===== src/rtl/mult_arb_pkg.sv =====
`default_nettype none
// ============================================================================
// Module      : mult_arb_pkg
// Description : Shared types and helpers for the arbitrated sequential
//               multiplier (FSM state type, default sizes, sign extension).
// Revision    : 1.0 - initial release
// ============================================================================
package mult_arb_pkg;

    localparam int c_n_default = 8;
    localparam int c_r_default = 4;

    typedef enum logic [1:0] {
        ST_IDLE = 2'd0,
        ST_RUN  = 2'd1,
        ST_RESP = 2'd2
    } state_t;

    // Replicates bit w-1 of v into every bit at or above w.
    function automatic logic [63:0] sext(input logic [63:0] v, input int w);
        logic [63:0] r;
        r = '0;
        for (int i = 0; i < 64; i++) begin
            r[i] = (i < w) ? v[i] : v[w-1];
        end
        return r;
    endfunction

endpackage
`default_nettype wire


===== src/rtl/mult_arbiter_if.sv =====
`default_nettype none
// ============================================================================
// Module      : mult_arbiter_if
// Description : Request/response bundle between R requesters and the shared
//               multiplier. master = requester side, slave = arbiter side.
// Revision    : 1.0 - initial release
// ============================================================================
interface mult_arbiter_if
    import mult_arb_pkg::*;
#(
    parameter int N = c_n_default,
    parameter int R = c_r_default
);
    localparam int c_id_w = (R > 1) ? $clog2(R) : 1;

    logic [R-1:0]      req_valid;
    logic [R-1:0]      req_ready;
    logic [R*N-1:0]    req_a;
    logic [R*N-1:0]    req_b;
    logic              rsp_valid;
    logic              rsp_ready;
    logic [c_id_w-1:0] rsp_id;
    logic [2*N-1:0]    rsp_c;

    modport master (
        output req_valid, req_a, req_b, rsp_ready,
        input  req_ready, rsp_valid, rsp_id, rsp_c
    );

    modport slave (
        input  req_valid, req_a, req_b, rsp_ready,
        output req_ready, rsp_valid, rsp_id, rsp_c
    );

endinterface
`default_nettype wire


===== src/rtl/mult_seq_core.sv =====
`default_nettype none
// ============================================================================
// Module      : mult_seq_core
// Description : Signed shift-add multiplier, one multiplicand bit per cycle.
//               Optional macro MULT_EARLY_OUT_EN ends the run once the
//               remaining multiplicand bits are all zero.
// Revision    : 1.0 - initial release
// ============================================================================
module mult_seq_core
    import mult_arb_pkg::*;
#(
    parameter int N = c_n_default
) (
    input  wire logic           clk,
    input  wire logic           rst,
    input  wire logic           start,
    input  wire logic [N-1:0]   a,
    input  wire logic [N-1:0]   b,
    output logic                done,
    output logic [2*N-1:0]      product
);
    localparam int c_w2    = 2 * N;
    localparam int c_cnt_w = (N > 1) ? $clog2(N) : 1;

    logic [N-1:0]       r_aa;
    logic [c_w2-1:0]    r_bb;
    logic [c_w2-1:0]    r_acc;
    logic [c_cnt_w-1:0] r_cnt;
    logic               r_active;

    logic [c_w2-1:0]    w_bsx;
    logic [c_w2-1:0]    w_bb_init;
    logic [N-1:0]       w_aa_init;
    logic [N-1:0]       w_aa_next;
    logic [c_w2-1:0]    w_acc_next;
    logic               w_last;

    // A negative multiplicand is folded into b so aa is always a magnitude;
    // the N-bit negate of -2^(N-1) yields 2^(N-1) as needed.
    assign w_bsx      = c_w2'(sext(64'(b), N));
    assign w_aa_init  = a[N-1] ? (~a + N'(1)) : a;
    assign w_bb_init  = a[N-1] ? (~w_bsx + c_w2'(1)) : w_bsx;

    assign w_aa_next  = r_aa >> 1;
    assign w_acc_next = r_aa[0] ? (r_acc + r_bb) : r_acc;

`ifdef MULT_EARLY_OUT_EN
    assign w_last = (r_cnt == c_cnt_w'(N - 1)) || (w_aa_next == '0);
`else
    assign w_last = (r_cnt == c_cnt_w'(N - 1));
`endif

    assign done    = r_active && w_last;
    assign product = w_acc_next;

    always_ff @(posedge clk) begin
        if (rst) begin
            r_aa     <= '0;
            r_bb     <= '0;
            r_acc    <= '0;
            r_cnt    <= '0;
            r_active <= 1'b0;
        end else if (start) begin
            r_aa     <= w_aa_init;
            r_bb     <= w_bb_init;
            r_acc    <= '0;
            r_cnt    <= '0;
            r_active <= 1'b1;
        end else if (r_active) begin
            r_aa     <= w_aa_next;
            r_bb     <= r_bb << 1;
            r_acc    <= w_acc_next;
            r_cnt    <= r_cnt + c_cnt_w'(1);
            if (w_last) begin
                r_active <= 1'b0;
            end
        end
    end

endmodule
`default_nettype wire


===== src/rtl/mult_arbiter.sv =====
`default_nettype none
// ============================================================================
// Module      : mult_arbiter
// Description : Round-robin sharing of one mult_seq_core between R requesters
//               with a tagged, registered response channel. Latency shortens
//               when MULT_EARLY_OUT_EN is defined (see mult_seq_core).
// Revision    : 1.0 - initial release
// ============================================================================
module mult_arbiter
    import mult_arb_pkg::*;
#(
    parameter int N = c_n_default,
    parameter int R = c_r_default
) (
    input  wire logic     clk,
    input  wire logic     rst,
    mult_arbiter_if.slave bus,
    output logic          busy
);
    localparam int c_id_w = (R > 1) ? $clog2(R) : 1;

    state_t             r_state;
    logic [c_id_w-1:0]  r_rr_ptr;
    logic [c_id_w-1:0]  r_id;
    logic               r_rsp_valid;
    logic [2*N-1:0]     r_rsp_c;

    logic               w_any;
    logic [c_id_w-1:0]  w_grant;
    logic [N-1:0]       w_a;
    logic [N-1:0]       w_b;
    logic               w_start;
    logic               w_done;
    logic [2*N-1:0]     w_product;

    // First valid requester at or after r_rr_ptr, wrapping modulo R.
    always_comb begin : p_arb
        int j;
        j       = 0;
        w_any   = 1'b0;
        w_grant = '0;
        w_a     = '0;
        w_b     = '0;
        for (int k = 0; k < R; k++) begin
            j = int'(r_rr_ptr) + k;
            if (j >= R) begin
                j = j - R;
            end
            if (!w_any && bus.req_valid[j]) begin
                w_any   = 1'b1;
                w_grant = c_id_w'(j);
                w_a     = bus.req_a[j*N +: N];
                w_b     = bus.req_b[j*N +: N];
            end
        end
    end

    assign w_start       = (r_state == ST_IDLE) && w_any && !rst;
    assign bus.req_ready = w_start ? (R'(1) << w_grant) : '0;
    assign bus.rsp_valid = r_rsp_valid;
    assign bus.rsp_c     = r_rsp_c;
    assign bus.rsp_id    = r_id;
    assign busy          = (r_state != ST_IDLE);

    mult_seq_core #(
        .N       (N)
    ) u_core (
        .clk     (clk),
        .rst     (rst),
        .start   (w_start),
        .a       (w_a),
        .b       (w_b),
        .done    (w_done),
        .product (w_product)
    );

    always_ff @(posedge clk) begin
        if (rst) begin
            r_state     <= ST_IDLE;
            r_rr_ptr    <= '0;
            r_id        <= '0;
            r_rsp_valid <= 1'b0;
            r_rsp_c     <= '0;
        end else begin
            case (r_state)
                ST_IDLE: begin
                    if (w_start) begin
                        r_id    <= w_grant;
                        r_state <= ST_RUN;
                    end
                end
                ST_RUN: begin
                    if (w_done) begin
                        r_rsp_c     <= w_product;
                        r_rsp_valid <= 1'b1;
                        r_state     <= ST_RESP;
                    end
                end
                ST_RESP: begin
                    if (r_rsp_valid && bus.rsp_ready) begin
                        r_rsp_valid <= 1'b0;
                        r_rr_ptr    <= (int'(r_id) == R - 1) ? '0 : r_id + c_id_w'(1);
                        r_state     <= ST_IDLE;
                    end
                end
                default: begin
                    r_state <= ST_IDLE;
                end
            endcase
        end
    end

endmodule
`default_nettype wire


===== src/flat_wrapper.sv =====
// flat-port wrapper written by rule: the top's interface ports become plain ports
module mult_arbiter_flat import mult_arb_pkg::*;
#(
    parameter int N = c_n_default,
    parameter int R = c_r_default
)
  (clk, rst, busy, bus_req_valid, bus_req_a, bus_req_b, bus_rsp_ready, bus_req_ready, bus_rsp_valid, bus_rsp_id, bus_rsp_c);
  mult_arbiter_if #(.N(N), .R(R)) bus_i ();
  input  wire logic clk;
  input  wire logic rst;
  output logic busy;
  input wire logic [$bits(bus_i.req_valid)-1:0] bus_req_valid;
  input wire logic [$bits(bus_i.req_a)-1:0] bus_req_a;
  input wire logic [$bits(bus_i.req_b)-1:0] bus_req_b;
  input wire logic [$bits(bus_i.rsp_ready)-1:0] bus_rsp_ready;
  output wire logic [$bits(bus_i.req_ready)-1:0] bus_req_ready;
  output wire logic [$bits(bus_i.rsp_valid)-1:0] bus_rsp_valid;
  output wire logic [$bits(bus_i.rsp_id)-1:0] bus_rsp_id;
  output wire logic [$bits(bus_i.rsp_c)-1:0] bus_rsp_c;
  assign bus_i.req_valid = bus_req_valid;
  assign bus_i.req_a = bus_req_a;
  assign bus_i.req_b = bus_req_b;
  assign bus_i.rsp_ready = bus_rsp_ready;
  assign bus_req_ready = bus_i.req_ready;
  assign bus_rsp_valid = bus_i.rsp_valid;
  assign bus_rsp_id = bus_i.rsp_id;
  assign bus_rsp_c = bus_i.rsp_c;
  mult_arbiter #(.N(N), .R(R)) u_core (.clk(clk), .rst(rst), .bus(bus_i), .busy(busy));
endmodule

===== config.mk =====
export PLATFORM = sky130hd
export DESIGN_NAME = mult_arbiter_flat
export DESIGN_NICKNAME = d
export VERILOG_FILES = /design/src/rtl/mult_arb_pkg.sv /design/src/rtl/mult_arbiter_if.sv /design/src/rtl/mult_seq_core.sv /design/src/rtl/mult_arbiter.sv /design/src/flat_wrapper.sv
export SDC_FILE = /design/constraint.sdc
export NUM_CORES = 1
export LEC_CHECK = 0
export ABC_AREA = 1
export ABC_CLOCK_PERIOD_IN_PS = 3500
export CELL_PAD_IN_SITES_DETAIL_PLACEMENT = 2
export CELL_PAD_IN_SITES_GLOBAL_PLACEMENT = 2
export CORE_ASPECT_RATIO = 0.6
export CORE_MARGIN = 2
export CORE_UTILIZATION = 29
export DETAILED_ROUTE_END_ITERATION = 12
export PLACE_DENSITY = 0.82
export SYNTH_ARGS = -nofsm -noshare
export SYNTH_HDL_FRONTEND = slang
export SYNTH_HIERARCHICAL = 1
export SYNTH_SLANG_ARGS = --single-unit

===== constraint.sdc =====
create_clock -name clk -period 3.5 [get_ports clk]
set_input_delay 0.7 -clock clk [delete_from_list [all_inputs] [get_ports clk]]
set_output_delay 0.7 -clock clk [all_outputs]
set_load 0.02 [all_outputs]

======== Yosys cells after proc, flatten, opt, wreduce, memory -nomap -nowiden ========
Cells that the tools add are included.
cells by class
  add/sub/neg operators ................... 12
  multiply operators ...................... 0
  div/mod/pow operators ................... 0
  magnitude comparators ................... 8
  equal/unequal tests ..................... 7
  shift-type cells ........................ 9
  muxes and demuxes ....................... 51
  bitwise logic cells ..................... 2
  reductions and logical operators ........ 21
operators with widths
  kind                                                                                   count
  32-bit by 32-bit variable part select with 8-bit output                                8
  32-bit by 4-bit less-than comparator with 1-bit output (second input constant)         4
  32-bit two-way mux                                                                     4
  32-bit by 4-bit greater-or-equal comparator with 1-bit output (second input constant)  3
  32-bit by 4-bit subtractor with 32-bit output (second input constant)                  3
  8-bit two-way mux                                                                      11
  16-bit two-way mux                                                                     4
  1-bit two-way mux                                                                      17
  16-bit by 1-bit adder with 16-bit output (second input constant)                       1
  16-bit adder                                                                           1
  2-bit two-way mux                                                                      8
  16-bit NOT                                                                             1
  8-bit by 1-bit adder with 8-bit output (second input constant)                         1
  1-bit binary-select mux with 2-bit select                                              4
  8-bit NOT                                                                              1
  1-bit logical AND                                                                      7
  2-bit by 2-bit adder with 3-bit output (second input constant)                         2
  2-bit one-hot mux with 3 select lines                                                  1
  2-bit AND reduction                                                                    3
  3-bit AND reduction                                                                    2
  2-bit nonzero test                                                                     3
  2-bit by 1-bit == test with 1-bit output (second input constant)                       2
  1-bit logical NOT                                                                      4
  4-bit two-way mux                                                                      1
  13 further kinds                                                                       14
word-level totals
  flip-flop bits (word level) ............. 67
  latch bits .............................. 0
  RAM bits ................................ 0
  memory bits (read-only) ................. 0
  bits of input ports ..................... 71
  output and inout port bits .............. 24
  logic and storage cells ................. 120
  memories ................................ 0

======== Depth between registers and ports, before layout ========
  depth after elaboration ................. 19
  depth in mapped cells ................... 24
  mapped depth without buffers ............ 19

======== Hierarchy ========
Netlist, hierarchy kept.
modules (own cells, without submodules)
  module         times used  cells each  area an instance (um^2)  seq. area each (um^2)
  mult_arbiter   1           727         3794.9                   460.4
  mult_seq_core  1           527         3291.9                   880.8

======== Worst setup path before layout ========
No wires, ideal clock.
  path type ............................... reg2reg
  from .................................... reg u_core.r_rr_ptr[0]
  to ...................................... reg u_core.u_core.r_bb[7]
  library setup time ...................... 0.074 ns
  data arrival time ....................... 2.984 ns
  data required time ...................... 3.426 ns
  setup slack ............................. 0.441 ns
  stages on the path, launching flop included .. 24
  path buffers ............................ 5
  period minus slack after synthesis ...... 3.059 ns
  path through ............................ dfxtp_1 buf_6 inv_8 buf_6 buf_2 ha_1 buf_2 inv_2 nand2_2 nand2_4 nor2_8 nand2_4 nor2_8 buf_6 nand2_1 nand4_1 inv_1 nand3_1 nor3_1 nand2_1 ha_1 o21ai_0 nand2_1 a31oi_1
on the way
  cells in the longest elaborated chain, start to end .. 19
  elaborated cells between the ends (all ways) .. 60
  classes of those cells .................. 8 x add/sub; 4 x order compare; 8 x shift; 30 x mux; 1 x bitwise; 9 x reduce/logical
ends and longest elaborated chain
  element                                                                                                 RTL line             text
  start, declared                                                                                         mult_arbiter.sv:23   logic [c_id_w-1:0] r_rr_ptr;
  start signal, assigned                                                                                  mult_arbiter.sv:102  r_rr_ptr <= (int'(r_id) == R - 1) ? '0 : r_id + c_id_w'(1);
  parallel branches: the longest is 14 deep, another holds 32-bit by 4-bit subtractor with 32-bit output  n/a
  8-bit two-way mux *                                                                                     mult_arbiter.sv:49   if (!w_any && bus.req_valid[j]) begin
  via u_core.w_b[2]                                                                                       mult_arbiter.sv:31   logic [N-1:0] w_b;
  16-bit NOT *                                                                                            mult_seq_core.sv:42  assign w_bb_init = a[N-1] ? (~w_bsx + c_w2'(1)) : w_bsx;
  16-bit by 1-bit adder with 16-bit output *                                                              mult_seq_core.sv:42
  16-bit two-way mux *                                                                                    mult_seq_core.sv:42
  16-bit two-way mux *                                                                                    mult_seq_core.sv:63  end else if (start) begin
  end signal, assigned                                                                                    mult_seq_core.sv:65  r_bb <= w_bb_init;
  end signal, assigned                                                                                    mult_seq_core.sv:71  r_bb <= r_bb << 1;
  end, declared                                                                                           mult_seq_core.sv:26  logic [c_w2-1:0] r_bb;
Mark *: on every way through the listed nets, which the timed path passes. The select of a mux whose other input is x is not followed.
A chain may end at the register's enable or synchronous reset.

======== Final worst setup path ========
  from .................................... in bus_req_valid[3]
  to ...................................... reg u_core.u_core.r_aa[4]
on the way
  cells in the longest elaborated chain, start to end .. 17
  elaborated cells between the ends (all ways) .. 33
  classes of those cells .................. 1 x add/sub; 22 x mux; 1 x bitwise; 9 x reduce/logical
ends and longest elaborated chain
  element                                               RTL line             text
  start, declared                                       flat_wrapper.sv:12   input wire logic [$bits(bus_i.req_valid)-1:0] bus_req_valid;
  1-bit binary-select mux with 2-bit select             mult_arbiter.sv:49
  1-bit two-way mux (implied by the code) (2 in a row)  mult_arbiter.sv:49
  1-bit two-way mux                                     mult_arbiter.sv:49
  1-bit logical NOT                                     mult_arbiter.sv:49
  1-bit logical AND                                     mult_arbiter.sv:49
  1-bit two-way mux                                     mult_arbiter.sv:49
  1-bit logical NOT                                     mult_arbiter.sv:49
  1-bit logical AND                                     mult_arbiter.sv:49
  1-bit two-way mux                                     mult_arbiter.sv:49
  1-bit logical NOT                                     mult_arbiter.sv:49
  1-bit logical AND                                     mult_arbiter.sv:49
  8-bit two-way mux *                                   mult_arbiter.sv:49
  via u_core.w_a[0]                                     mult_arbiter.sv:30   logic [N-1:0] w_a;
  8-bit NOT *                                           mult_seq_core.sv:41  assign w_aa_init = a[N-1] ? (~a + N'(1)) : a;
  8-bit by 1-bit adder with 8-bit output *              mult_seq_core.sv:41
  8-bit two-way mux *                                   mult_seq_core.sv:41
  8-bit two-way mux *                                   mult_seq_core.sv:63
  end signal, assigned                                  mult_seq_core.sv:64  r_aa <= w_aa_init;
  end signal, assigned                                  mult_seq_core.sv:70  r_aa <= w_aa_next;
  end, declared                                         mult_seq_core.sv:25  logic [N-1:0] r_aa;
Mark *: on every way through the listed nets, which the timed path passes. The rest lies on a longest branch. The select of a mux whose other input is x is not followed.

==> reports/metrics.cfg <==
[outcome]
status=finished, final reports clean

[timing]
setup_ws_ps=250.3
hold_viol=0
fin_crit_ps=3250
relSlewSlack=0.5066
tightest_slew_ps=739.3
setup_viol_count_final=0
slew_viol_final=0
fin_crit_sh=0.9285
rsz0062_at_grt=false
fmax_ghz=0.3077
clock_skew_ps=9.843

[pwr]
clockPowerShare=0.353
p_seq_frac=0.347
sw_frac_of_total=0.3629
p_total_mw=2.463
max-vdd-ir-drop_mv=0.2049
power_leakage_nw=4.007
power.switching_uw=893.6
p_per_area_mw_per_mm2=284.4
p_comb_frac=0.299
p_int_mw=1.569

[route]
drc=0
dr.pass1.iters=5
wl_per_cell_um=17.99
vias=8426
antenna_left=0
via_per_inst=5.094
first_iter_violations=439
totalWireLength_mm=29.75

[setup_path]
reg2reg_depth=17
r2r-start=u_core/r_rr_ptr[0]
cp_data_required_time_ps=3760
crit_slowest_cell=clkdlybuf4s50_1
crit_chain=clkdlybuf4s50_1 -> inv_2 -> nand2_2 -> nand3_1 -> nand2_1 -> nand3_2 -> inv_2 -> nand3_1 -> nand4_1 -> inv_1 -> ha_1 -> nand3_1 -> nand2_1 -> xor2_1 -> o21ai_0 -> nand2_1 -> a21oi_1
cp_max_fo=12
r2r_end=u_core/u_core/r_aa[4]
max_stage_delay_ps=570
cp-start-kind=primary input
crit_buf_inv=4
setup.worst_path.end_class=flop
rrSetupSlack_ps=280
crit_family=simple AND/OR/NAND/NOR gates
cp_data_arrival_time_ps=3510
critPathKind=primary input to flop

[global_routing]
grt_pass1_wl_mm=48.87
grt_overflow_total=0
grt_max_degree=140
track_usage=0.2359
antenna_found_initial=0
grt_pass1_vias=9029

[clock_network]
cts_buffer_depth=2
htreeDepth=3
clkTransAtPathRegs_ps=60
cts_tree=built
cts_made_buffers=9
cts.sinks=67
clock_latency_ps=350
cts_root_buf=clkbuf_16

[finish]
area_growth_pct=22.19
fin_util=0.3591
drive_above_1_share=0.08483
antenna_cells=0
final_area_mm2=0.008660
fill_cells=3034
fin_nets=1425

[synth]
seq_area_frac_synth=0.1893
synth_warnings=6
synth_common_cells=418 x nand2_1, 174 x o21ai_0, 139 x inv_1
synth-seq-cells=67
synthCells=1254
yosys-top-cells-area=nand2_1 22%, dfxtp_1 19%, o21ai_0 12%
ys_types=48
syn_nets=1352
async_reset_ff_frac=0
yosysMostFrequentCell=nand2_1
synth_ff_type=dfxtp_1
syn-cell-area_mm2=0.007087
synth_edf_count=0
syn_avg_cell_area_um2=5.651
synth_area_leader_cell=nand2_1
synth_top_cell_area_share=0.2214

[floorplanning]
dieArea_mm2=0.02575
initial_utilization=0.2939
die_h_um=125.1
die_x_um=205.8
io_pins=95
core_area_mm2=0.02411
row_count=44

[placement]
io_buffer_count=94
dp_slack_ps=-21.33
gp_congestion=0.8335
dp_hpwl_mm=22.75
place_area_mm2=0.008374

[hold_path]
min_path_type=flop to flop
whs_path_depth=2
min_to=u_core/bus.rsp_c[10]
hold_path.startpoint=u_core/bus.rsp_c[10]

[job]
max-cap-violations=0

==> power groups by stage <==
stage	Clock [mW]	Sequential, mW	Combinational [mW]
3_3_place_gp	0	0.866	0.685
6_report	0.870	0.855	0.737
2_1_floorplan	0	0.848	0.436
4_1_cts	0.891	0.853	0.736
5_1_grt	0.929	0.858	0.819
3_5_place_dp	0	0.868	0.720
==> metrics by stage <==
| step | std cells | setup TNS [ps] | hold WS [ps] |
|---|---|---|---|
| after floorplan | 1254 | 0 | 443.5 |
| after global placement | 1638 | 0 | 436.4 |
| after detailed placement | 1638 | -21.33 | 438.7 |
| after CTS | 1654 | 0 | 448.6 |
| after global routing | 1654 | 0 | 477.3 |
| final | 1654 | 0 | 446.2 |
==> cell usage in the layout (no fill, tap or decap), types with 4 or more instances in the layout <==
cell and instances:
a211oi_1 4, dfxtp_1 65, nand3_2 7, nor2_1 80, xor2_1 9, nand2_4 4, nor3_1 4, a21oi_1 60
clkbuf_16 9, o21ai_1 17, a31oi_1 9, nand2_2 14, o211ai_1 17, clkdlybuf4s50_1 90, inv_1 139, nand2_1 418
ha_1 25, inv_2 9, or2_1 4, nand4_1 19, buf_4 41, nand3b_1 5, nand3_1 61, o21ai_0 174
==> state kept, by name, indices dropped and copies added (netlist names) <==
signal                  flops
u_core/u_core/r_active      1
u_core/r_state              2
u_core/u_core/r_bb         16
u_core/u_core/r_aa          8
u_core/r_rr_ptr             2
u_core/bus.rsp_valid        1
u_core/bus.rsp_id           2
u_core/u_core/r_acc        16
u_core/bus.rsp_c           16
u_core/u_core/r_cnt         3
==> final cells by class <==
cell class	count	area (um^2)	area share
Multi-Input combinational cell	961	4765	0.5502
Sequential cell	67	1346	0.1555
Timing Repair Buffer	137	1295	0.1495
Inverter	151	574.3	0.06632
Tap cell	322	402.9	0.04652
Clock buffer	9	225.2	0.02601
Clock inverter	7	51.30	0.005924
==> per-layer routing <==
layer  wire length, um  global-route usage
met3              1052             0.02503
met4               195             0.02647
met5                 0                   0
met2             12720              0.3702
met1             15790              0.3555
==> tightest hold or removal path, stage by stage, from the launching register on <==
cell     delay (ps)
dfxtp_1         310
inv_1            50
a21oi_1          50
==> cells by family (layout without fill, tap and decap cells) <==
group / after synthesis / in the layout / share of synthesized area
and+or+nand+nor: 632 / 632 / 0.3900
AOI/OAI and AO/OA: 290 / 290 / 0.2182
buffers and inverters: 226 / 304 / 0.1388
DFF: 67 / 67 / 0.1893
adders and majority gates: 27 / 27 / 0.04873
xor gates and xnor gates: 11 / 11 / 0.01360
muxes: 1 / 1 / 0.001412
==> how the worst max path moves through the flow <==
| stage | startpoint | to | slack [ps] | depth (start not counted) |
|---|---|---|---|---|
| floorplan | u_core/r_rr_ptr[0] | u_core/u_core/r_bb[7] | 440 | 23 |
| global placement | bus_req_valid[3] | bus_req_ready[0] | 90 | 12 |
| detailed placement | bus_req_valid[3] | u_core/u_core/r_aa[4] | -20 | 17 |
| CTS | bus_req_valid[1] | bus_req_ready[1] | 20 | 12 |
| finish | bus_req_valid[3] | u_core/u_core/r_aa[4] | 250 | 17 |
| global route | u_core/r_rr_ptr[1] | u_core/u_core/r_aa[6] | 20 | 18 |
==> timing repair <==
| item | CTS | global route |
|---|---|---|
| endpoints found under the setup margin | 4 | 3 |
| resized for setup | 2 | 3 |
| buffers inserted | 0 | 0 |
| hold buffers | 0 | 0 |
| gates cloned | 0 | 0 |
Note: power is estimated with default switching activity, not from simulation.
